===== config.mk =====
export PLATFORM = sky130hd
export DESIGN_NAME = sub_resp_misr_flat
export DESIGN_NICKNAME = d
export VERILOG_FILES = /design/src/rtl/sub_resp_misr_if.sv /design/src/rtl/sub_resp_misr.sv /design/src/flat_wrapper.sv
export SDC_FILE = /design/constraint.sdc
export NUM_CORES = 1
export LEC_CHECK = 0
export ABC_AREA = 1
export ABC_CLOCK_PERIOD_IN_PS = 3900
export CAP_MARGIN = 20
export CORE_MARGIN = 1
export CORE_UTILIZATION = 41
export DETAILED_ROUTE_END_ITERATION = 16
export GPL_TIMING_DRIVEN = 1
export PLACE_DENSITY = 0.71
export REMOVE_ABC_BUFFERS = 1
export SYNTH_ARGS = -nofsm -noshare
export SYNTH_HDL_FRONTEND = slang
export SYNTH_SLANG_ARGS = --single-unit
export TNS_END_PERCENT = 50

===== constraint.sdc =====
create_clock -name clk -period 3.9 [get_ports clk]
set_input_delay 0.585 -clock clk [delete_from_list [all_inputs] [get_ports clk]]
set_output_delay 0.585 -clock clk [all_outputs]
set_load 0.02 [all_outputs]

===== src/rtl/sub_resp_misr_if.sv =====
// sub_resp_misr_if: handshake and status bundle for the response MISR.
//   master side (fault-sim bench) drives: start, exp_sig, resp_valid, resp
//   slave side (sub_resp_misr) drives:    resp_ready, busy, done, pass,
//                                         signature, pat_cnt
interface sub_resp_misr_if #(
    parameter int WIDTH = 2,
    parameter int SIG_W = 8,
    parameter int CNT_W = 8
);
    logic             start;
    logic [SIG_W-1:0] exp_sig;
    logic             resp_valid;
    logic [WIDTH-1:0] resp;
    logic             resp_ready;
    logic             busy;
    logic             done;
    logic             pass;
    logic [SIG_W-1:0] signature;
    logic [CNT_W-1:0] pat_cnt;

    modport master (
        output start, exp_sig, resp_valid, resp,
        input  resp_ready, busy, done, pass, signature, pat_cnt
    );

    modport slave (
        input  start, exp_sig, resp_valid, resp,
        output resp_ready, busy, done, pass, signature, pat_cnt
    );
endinterface


===== src/rtl/sub_resp_misr.sv =====
// sub_resp_misr: compacts the per-pattern {s, c} responses of the subtractor
// cell into a multiple-input signature register, then compares the final
// signature against a golden value captured at start.
//   clk  - rising-edge clock
//   rst  - synchronous active-high reset
//   bus  - sub_resp_misr_if.slave:
//            start, exp_sig       run control and golden signature
//            resp_valid, resp     response beats (accepted when resp_ready)
//            resp_ready, busy     high while a run is collecting beats
//            done, pass           run finished / signature matched golden
//            signature, pat_cnt   live MISR contents and accepted-beat count
module sub_resp_misr #(
    parameter int               WIDTH = 2,
    parameter int               SIG_W = 8,
    parameter logic [SIG_W-1:0] POLY  = 8'h1D,
    parameter logic [SIG_W-1:0] SEED  = 8'hFF,
    parameter int               NPAT  = 4,
    parameter int               CNT_W = 8
) (
    input  logic              clk,
    input  logic              rst,
    sub_resp_misr_if.slave    bus
);

    typedef enum logic [1:0] {
        S_IDLE,
        S_RUN,
        S_DONE
    } state_t;

    state_t           state_q;
    logic [SIG_W-1:0] sig_q;
    logic [SIG_W-1:0] sig_d;
    logic [CNT_W-1:0] cnt_q;
    logic [CNT_W-1:0] cnt_d;
    logic [SIG_W-1:0] exp_q;
    logic             busy_q;
    logic             done_q;
    logic             pass_q;
    logic             accept;
    logic             last_beat;

    // One MISR clock: shift left, fold the dropped MSB back through the
    // feedback taps, and inject the zero-extended response.
    function automatic logic [SIG_W-1:0] misr_step(
        input logic [SIG_W-1:0] sig,
        input logic [WIDTH-1:0] r
    );
        logic [SIG_W-1:0] fb;
        fb = sig[SIG_W-1] ? POLY : '0;
        return {sig[SIG_W-2:0], 1'b0} ^ fb ^ {{(SIG_W-WIDTH){1'b0}}, r};
    endfunction

    always_comb begin
        accept    = busy_q && bus.resp_valid;
        sig_d     = misr_step(sig_q, bus.resp);
        cnt_d     = cnt_q + 1'b1;
        last_beat = (cnt_d == CNT_W'(NPAT));
    end

    always_ff @(posedge clk) begin
        if (rst) begin
            state_q <= S_IDLE;
            sig_q   <= SEED;
            cnt_q   <= '0;
            exp_q   <= '0;
            busy_q  <= 1'b0;
            done_q  <= 1'b0;
            pass_q  <= 1'b0;
        end else begin
            case (state_q)
                S_IDLE, S_DONE: begin
                    // A beat presented alongside start is dropped: busy is
                    // still low in this cycle.
                    if (bus.start) begin
                        state_q <= S_RUN;
                        sig_q   <= SEED;
                        cnt_q   <= '0;
                        exp_q   <= bus.exp_sig;
                        busy_q  <= 1'b1;
                        done_q  <= 1'b0;
                        pass_q  <= 1'b0;
                    end
                end
                S_RUN: begin
                    if (accept) begin
                        sig_q <= sig_d;
                        cnt_q <= cnt_d;
                        // The final beat's update and the verdict land on
                        // the same edge, so pass reflects the post-update value.
                        if (last_beat) begin
                            state_q <= S_DONE;
                            busy_q  <= 1'b0;
                            done_q  <= 1'b1;
                            pass_q  <= (sig_d == exp_q);
                        end
                    end
                end
                default: begin
                    state_q <= S_IDLE;
                    busy_q  <= 1'b0;
                    done_q  <= 1'b0;
                    pass_q  <= 1'b0;
                end
            endcase
        end
    end

    assign bus.resp_ready = busy_q;
    assign bus.busy       = busy_q;
    assign bus.done       = done_q;
    assign bus.pass       = pass_q;
    assign bus.signature  = sig_q;
    assign bus.pat_cnt    = cnt_q;

endmodule

===== src/flat_wrapper.sv =====
// flat-port wrapper written by rule: the top's interface ports become plain ports
module sub_resp_misr_flat 
#(
    parameter int               WIDTH = 2,
    parameter int               SIG_W = 8,
    parameter logic [SIG_W-1:0] POLY  = 8'h1D,
    parameter logic [SIG_W-1:0] SEED  = 8'hFF,
    parameter int               NPAT  = 4,
    parameter int               CNT_W = 8
)
  (clk, rst, bus_start, bus_exp_sig, bus_resp_valid, bus_resp, bus_resp_ready, bus_busy, bus_done, bus_pass, bus_signature, bus_pat_cnt);
  sub_resp_misr_if #(.WIDTH(WIDTH), .SIG_W(SIG_W), .CNT_W(CNT_W)) bus_i ();
  input  logic clk;
  input  logic rst;
  input wire logic [$bits(bus_i.start)-1:0] bus_start;
  input wire logic [$bits(bus_i.exp_sig)-1:0] bus_exp_sig;
  input wire logic [$bits(bus_i.resp_valid)-1:0] bus_resp_valid;
  input wire logic [$bits(bus_i.resp)-1:0] bus_resp;
  output wire logic [$bits(bus_i.resp_ready)-1:0] bus_resp_ready;
  output wire logic [$bits(bus_i.busy)-1:0] bus_busy;
  output wire logic [$bits(bus_i.done)-1:0] bus_done;
  output wire logic [$bits(bus_i.pass)-1:0] bus_pass;
  output wire logic [$bits(bus_i.signature)-1:0] bus_signature;
  output wire logic [$bits(bus_i.pat_cnt)-1:0] bus_pat_cnt;
  assign bus_i.start = bus_start;
  assign bus_i.exp_sig = bus_exp_sig;
  assign bus_i.resp_valid = bus_resp_valid;
  assign bus_i.resp = bus_resp;
  assign bus_resp_ready = bus_i.resp_ready;
  assign bus_busy = bus_i.busy;
  assign bus_done = bus_i.done;
  assign bus_pass = bus_i.pass;
  assign bus_signature = bus_i.signature;
  assign bus_pat_cnt = bus_i.pat_cnt;
  sub_resp_misr #(.WIDTH(WIDTH), .SIG_W(SIG_W), .POLY(POLY), .SEED(SEED), .NPAT(NPAT), .CNT_W(CNT_W)) u_core (.clk(clk), .rst(rst), .bus(bus_i));
endmodule

**Word-level counts from Yosys, hierarchy flattened**

Index checks and enable logic that the tools add are counted.

- Bits of input ports: 14
- Word-level logic and storage cells: 46
- Bits in registers: 29
- Output and inout bits: 20

- Reduce and logical (&&, ||, !) cells: 7
- $add $sub $neg: 1
- Bitwise operators: 2
- Multiplexer cells: 22
- Eq/ne operators: 7

Operators with widths:

| operator | number |
|---|---|
| $mux W8 | 4 |
| $pmux W8 S2 | 2 |
| $add A8 B1 Y8 const B | 1 |
| $eq A8 B3 Y1 const B | 1 |
| $eq A8 B8 Y1 | 1 |
| $mux W1 | 8 |
| $xor A8 B2 Y8 | 1 |
| $xor A8 B8 Y8 | 1 |
| $mux W2 | 3 |
| $pmux W1 S2 | 3 |
| $reduce_and A3 Y1 | 2 |
| $mux W5 | 1 |
| $ne A2 B1 Y1 const B | 2 |
| $pmux W2 S2 | 1 |
| $eq A2 B1 Y1 const B | 1 |
| $eq A2 B2 Y1 const B | 1 |
| $logic_not A2 Y1 | 1 |
| $ne A2 B2 Y1 const B | 1 |
| $reduce_and A2 Y1 | 1 |
| $reduce_bool A2 Y1 | 1 |
| $reduce_or A2 Y1 | 1 |
| $logic_and A1 B1 Y1 | 1 |

**Depth between registers and ports, before layout**

- Depth in word-level cells: 7
- Mapped depth: 11
- Mapped depth without buffers: 11

**Least setup slack after synthesis**

No wires, ideal clock.

- Path type: register to register
- Start: register u_core.cnt_q[0] (netlist: u_core.bus.pat_cnt[0])
- End: register u_core.pass_q (netlist: u_core.bus.pass)
- Data required time: 3785 ps
- Clock period less this slack: 1595 ps
- Setup time: 115 ps
- Cell stages (with the launch flop): 9
- Arrival: 1480 ps
- Path buffers: 0
- Path slack: 2305 ps
- Cells stage by stage: dfxtp_1 ha_1 nand2_1 o21bai_1 nand2_1 nor2_1 nand3_1 a21oi_1 nor2_1

- Cells in the longest elaborated chain, start to end: 4

RTL lines:

| item | line | text |
|---|---|---|
| from (decl) | sub_resp_misr.sv:34 | `logic [CNT_W-1:0] cnt_q;` |
| from (signal assigned) | sub_resp_misr.sv:88 | `cnt_q <= cnt_d;` |
| $add A8 B1 Y8 | sub_resp_misr.sv:57 | `cnt_d = cnt_q + 1'b1;` |
| $eq A8 B3 Y1 | sub_resp_misr.sv:58 | `last_beat = (cnt_d == CNT_W'(NPAT));` |
| $ne A2 B1 Y1 (no line) | n/a |  |
| $reduce_and A3 Y1 (no line) | n/a |  |
| to (signal assigned) | sub_resp_misr.sv:95 | `pass_q <= (sig_d == exp_q);` |
| to (decl) | sub_resp_misr.sv:39 | `logic pass_q;` |

No other way between the ends.
A chain may end at the register's enable or synchronous reset.

**Final worst setup path**

- Start: register u_core.sig_q[7] (netlist: u_core.bus.signature[7])
- End: output port bus_signature[7]

RTL lines:

| item | line | text |
|---|---|---|
| from (decl) | sub_resp_misr.sv:32 | `logic [SIG_W-1:0] sig_q;` |
| from (signal assigned) | sub_resp_misr.sv:87 | `sig_q <= sig_d;` |
| to (decl) | flat_wrapper.sv:23 | `output wire logic [$bits(bus_i.signature)-1:0] bus_signature;` |

No word-level cell between the ends.

==> reports/results.txt <==
clk_lat worst skew - 0.33 ns
vias in the first global route - 1229
CORE AREA - 3390 µm²
Final min period - 2.189 ns
Iter 0 DRT Violations - 55
final instance area - 1841 µm²
highest-delay cell along the critical path - clkdlybuf4s50_1
HP Class - reg -> reg
Synth-to-Final Area Change - 25.51%
port buffer count - 33
Routability Congestion - 0.7864
setup bufs post-CTS - 0
Hold Slack - 0.4753 ns
CP Data Arrival Time - 1.60 ns
total power - 0.0005513 W
total grt overflow - 0
Max Slew Vio Count - 0
CTS resizes - 0
CTS clock-pin slew for the worst setup and hold paths - 0.14 ns
Final period util - 0.5613
Buf/Inv on CP - 1
vias - 1374
synthesized area per cell - 7.050 µm²
maximum vdd drop - 0.0001116 V
global-route wire length before repair - 5.299 mm
# IOs - 34
FILL cells - 331
crit-path leading delay family - buffers and inverters
# rows - 21
area of the multi-input gates - 738.2 µm²
# H-tree levels - 1
critical path cell sequence - clkdlybuf4s50_1
share of layout cells above drive strength 1 - 0.05042
CTS tree - built
Detailed Place HPWL - 2.292 mm
vias per std cell - 4.838
FMAX - 0.4568 GHz
CP Capture Type - output pin
Yosys warnings - 0
CP required - 3.31 ns
outcome - complete, no violations
fin nets - 256
initial antenna violation count - 0
initial core utilization - 0.4326
critical path class - reg -> out
Final ANT Viol Nets - 0
register area share after synthesis - 0.3823
register area - 560.5 µm²
EDFF count, synth - 0
Max-Slew Margin vs Limit - 0.6989
CTS Buf Count - 3
DRT Pass-1 Iters - 4
die area - 3820 µm²
endpoints failing setup - 0
largest net degree at the start of global routing - 19
Pleak - 0.7698 nW
drc violations - 0
startpoint types - flip-flop
Main synth FF type - dfxtp_1
mapped cell area - 1466 µm²
clock skew - 0.003340 ns
Max Cap Viol - 0
gr usage total - 0.1871
# clock sinks - 28
clock root cell - clkbuf_4
# diodes - 0
cell count after synthesis - 208
worst-margin pin slew - 0.4502 ns
CTS max path bufs - 2
setup repair after global routing missed its margin - no
Yosys cell types - 28
PwrDens - 299.6 nW/µm²
final hold violations - 0
drt wl/cell - 10.75 µm
CP peak stage delay - 0.68 ns
Die Y - 61.81 µm
CTS Hold Buffers Added - 0
crit-path max FO - 9
Routed WL - 3.052 mm
#FFs+latches synth - 28
die width - 61.81 µm
Cell Area, Placed - 1818 µm²
fraction of registers with async set/reset - 0
total negative slack - 0 ns
sequential cells by signal, summed over array words and instances, names as in the netlist:
name / cells
u_core.bus.pat_cnt: 8
u_core.bus.signature: 8
u_core.exp_q: 8
u_core.state_q: 2
u_core.bus.busy: 1
u_core.bus.pass: 1
cell families after synthesis:
group | Yosys count | synth area share
simple gates | 93 | 0.2841
compound gates | 41 | 0.1544
flops | 28 | 0.3823
fa+ha+maj | 2 | 0.01706
xor+xnor | 8 | 0.04778
buf+inv | 36 | 0.1143
metrics by stage:
| step | util | setup slack, ns | cells |
|---|---|---|---|
| after floorplan | - | 2.292 | 202 |
| after detailed placement | 0.5364 | 1.756 | 281 |
| after CTS | 0.5430 | 1.705 | 284 |
| after global routing | 0.5430 | 1.635 | 284 |
| final | 0.5430 | 1.711 | 284 |
| after global placement | 0.5364 | 1.833 | 281 |
metal layers:
| metal | vias up | GRT usage | wire length (µm) |
|---|---|---|---|
| met1 | 604 | 0.2747 | 1542 |
| met5 | - | 0 | 0 |
| met4 | 0 | 0.08571 | 65 |
| met2 | 34 | 0.2765 | 1329 |
| li1 | 730 | - | - |
| met3 | 6 | 0.01656 | 114 |
worst paths after layout:
path                           startpoint                to  slack [ns]  depth (start not counted)
hold reg to reg           u_core.exp_q[7]   u_core.exp_q[7]        0.48                          2
hold / removal            u_core.exp_q[7]   u_core.exp_q[7]        0.48                          2
setup / recovery  u_core.bus.signature[7]  bus_signature[7]        1.71                          1
setup reg to reg    u_core.bus.pat_cnt[0]   u_core.bus.pass        2.25                          8
synthesized netlist by cell type, types with 2 or more instances:
master | number | area [µm²]
a21oi_1 | 20 | 100.1
buf_2 | 2 | 10.01
clkbuf_1 | 2 | 7.510
dfxtp_1 | 28 | 560.5
ha_1 | 2 | 25.02
inv_1 | 25 | 93.84
inv_2 | 3 | 11.26
nand2_1 | 57 | 214.0
nand3_1 | 11 | 55.05
nand4_1 | 3 | 18.77
nor2_1 | 17 | 63.81
o211ai_1 | 2 | 15.01
o21ai_0 | 13 | 65.06
o221ai_1 | 2 | 17.52
o22ai_1 | 2 | 12.51
xnor2_1 | 5 | 43.79
xor2_1 | 3 | 26.28
worst reg2reg max path, cell delays in order, from the launching register on:
cell,delay (ns)
dfxtp_1,0.46
ha_1,0.25
nand2_1,0.12
o21bai_1,0.15
nand2_1,0.08
nor2_1,0.10
nand3_1,0.18
a21oi_1,0.17
nor2_1,0.05
cells in the final DEF (no fill, tap or decap):
cell and count:
xor2_1 3, or2_2 1, ha_1 2, bufinv_8 1, o221ai_1 2, xnor2_1 5, o21ai_0 13, nor2_1 17
o211ai_1 2, clkbuf_4 3, a21oi_1 20, inv_6 1, dfxtp_1 28, nor2_8 1, o22ai_1 2, o21bai_1 1
inv_1 25, nand4_1 3, nor2_4 1, inv_2 3, nand3b_1 1, nand2_8 1, a211o_1 1, nand3_1 11
clkdlybuf4s50_1 33, nand2_1 57
where the power goes:
| group | internal (W) | total, W | switching [W] |
|---|---|---|---|
| combinational | 0.0000540 | 0.000117 | 0.0000633 |
| sequential | 0.000302 | 0.000314 | 0.0000128 |
| clock | 0.0000363 | 0.000120 | 0.0000833 |
| total | 0.000392 | 0.000551 | 0.000159 |
final cells by class:
| class | instances | area share |
|---|---|---|
| Clock buffer | 3 | 0.01224 |
| Timing Repair Buffer | 33 | 0.1795 |
| Multi-Input combinational cell | 144 | 0.4011 |
| Tap cell | 46 | 0.03127 |
| Sequential cell | 28 | 0.3046 |
| Inverter | 30 | 0.07138 |
No activity file was read; power rests on OpenSTA's default activity.
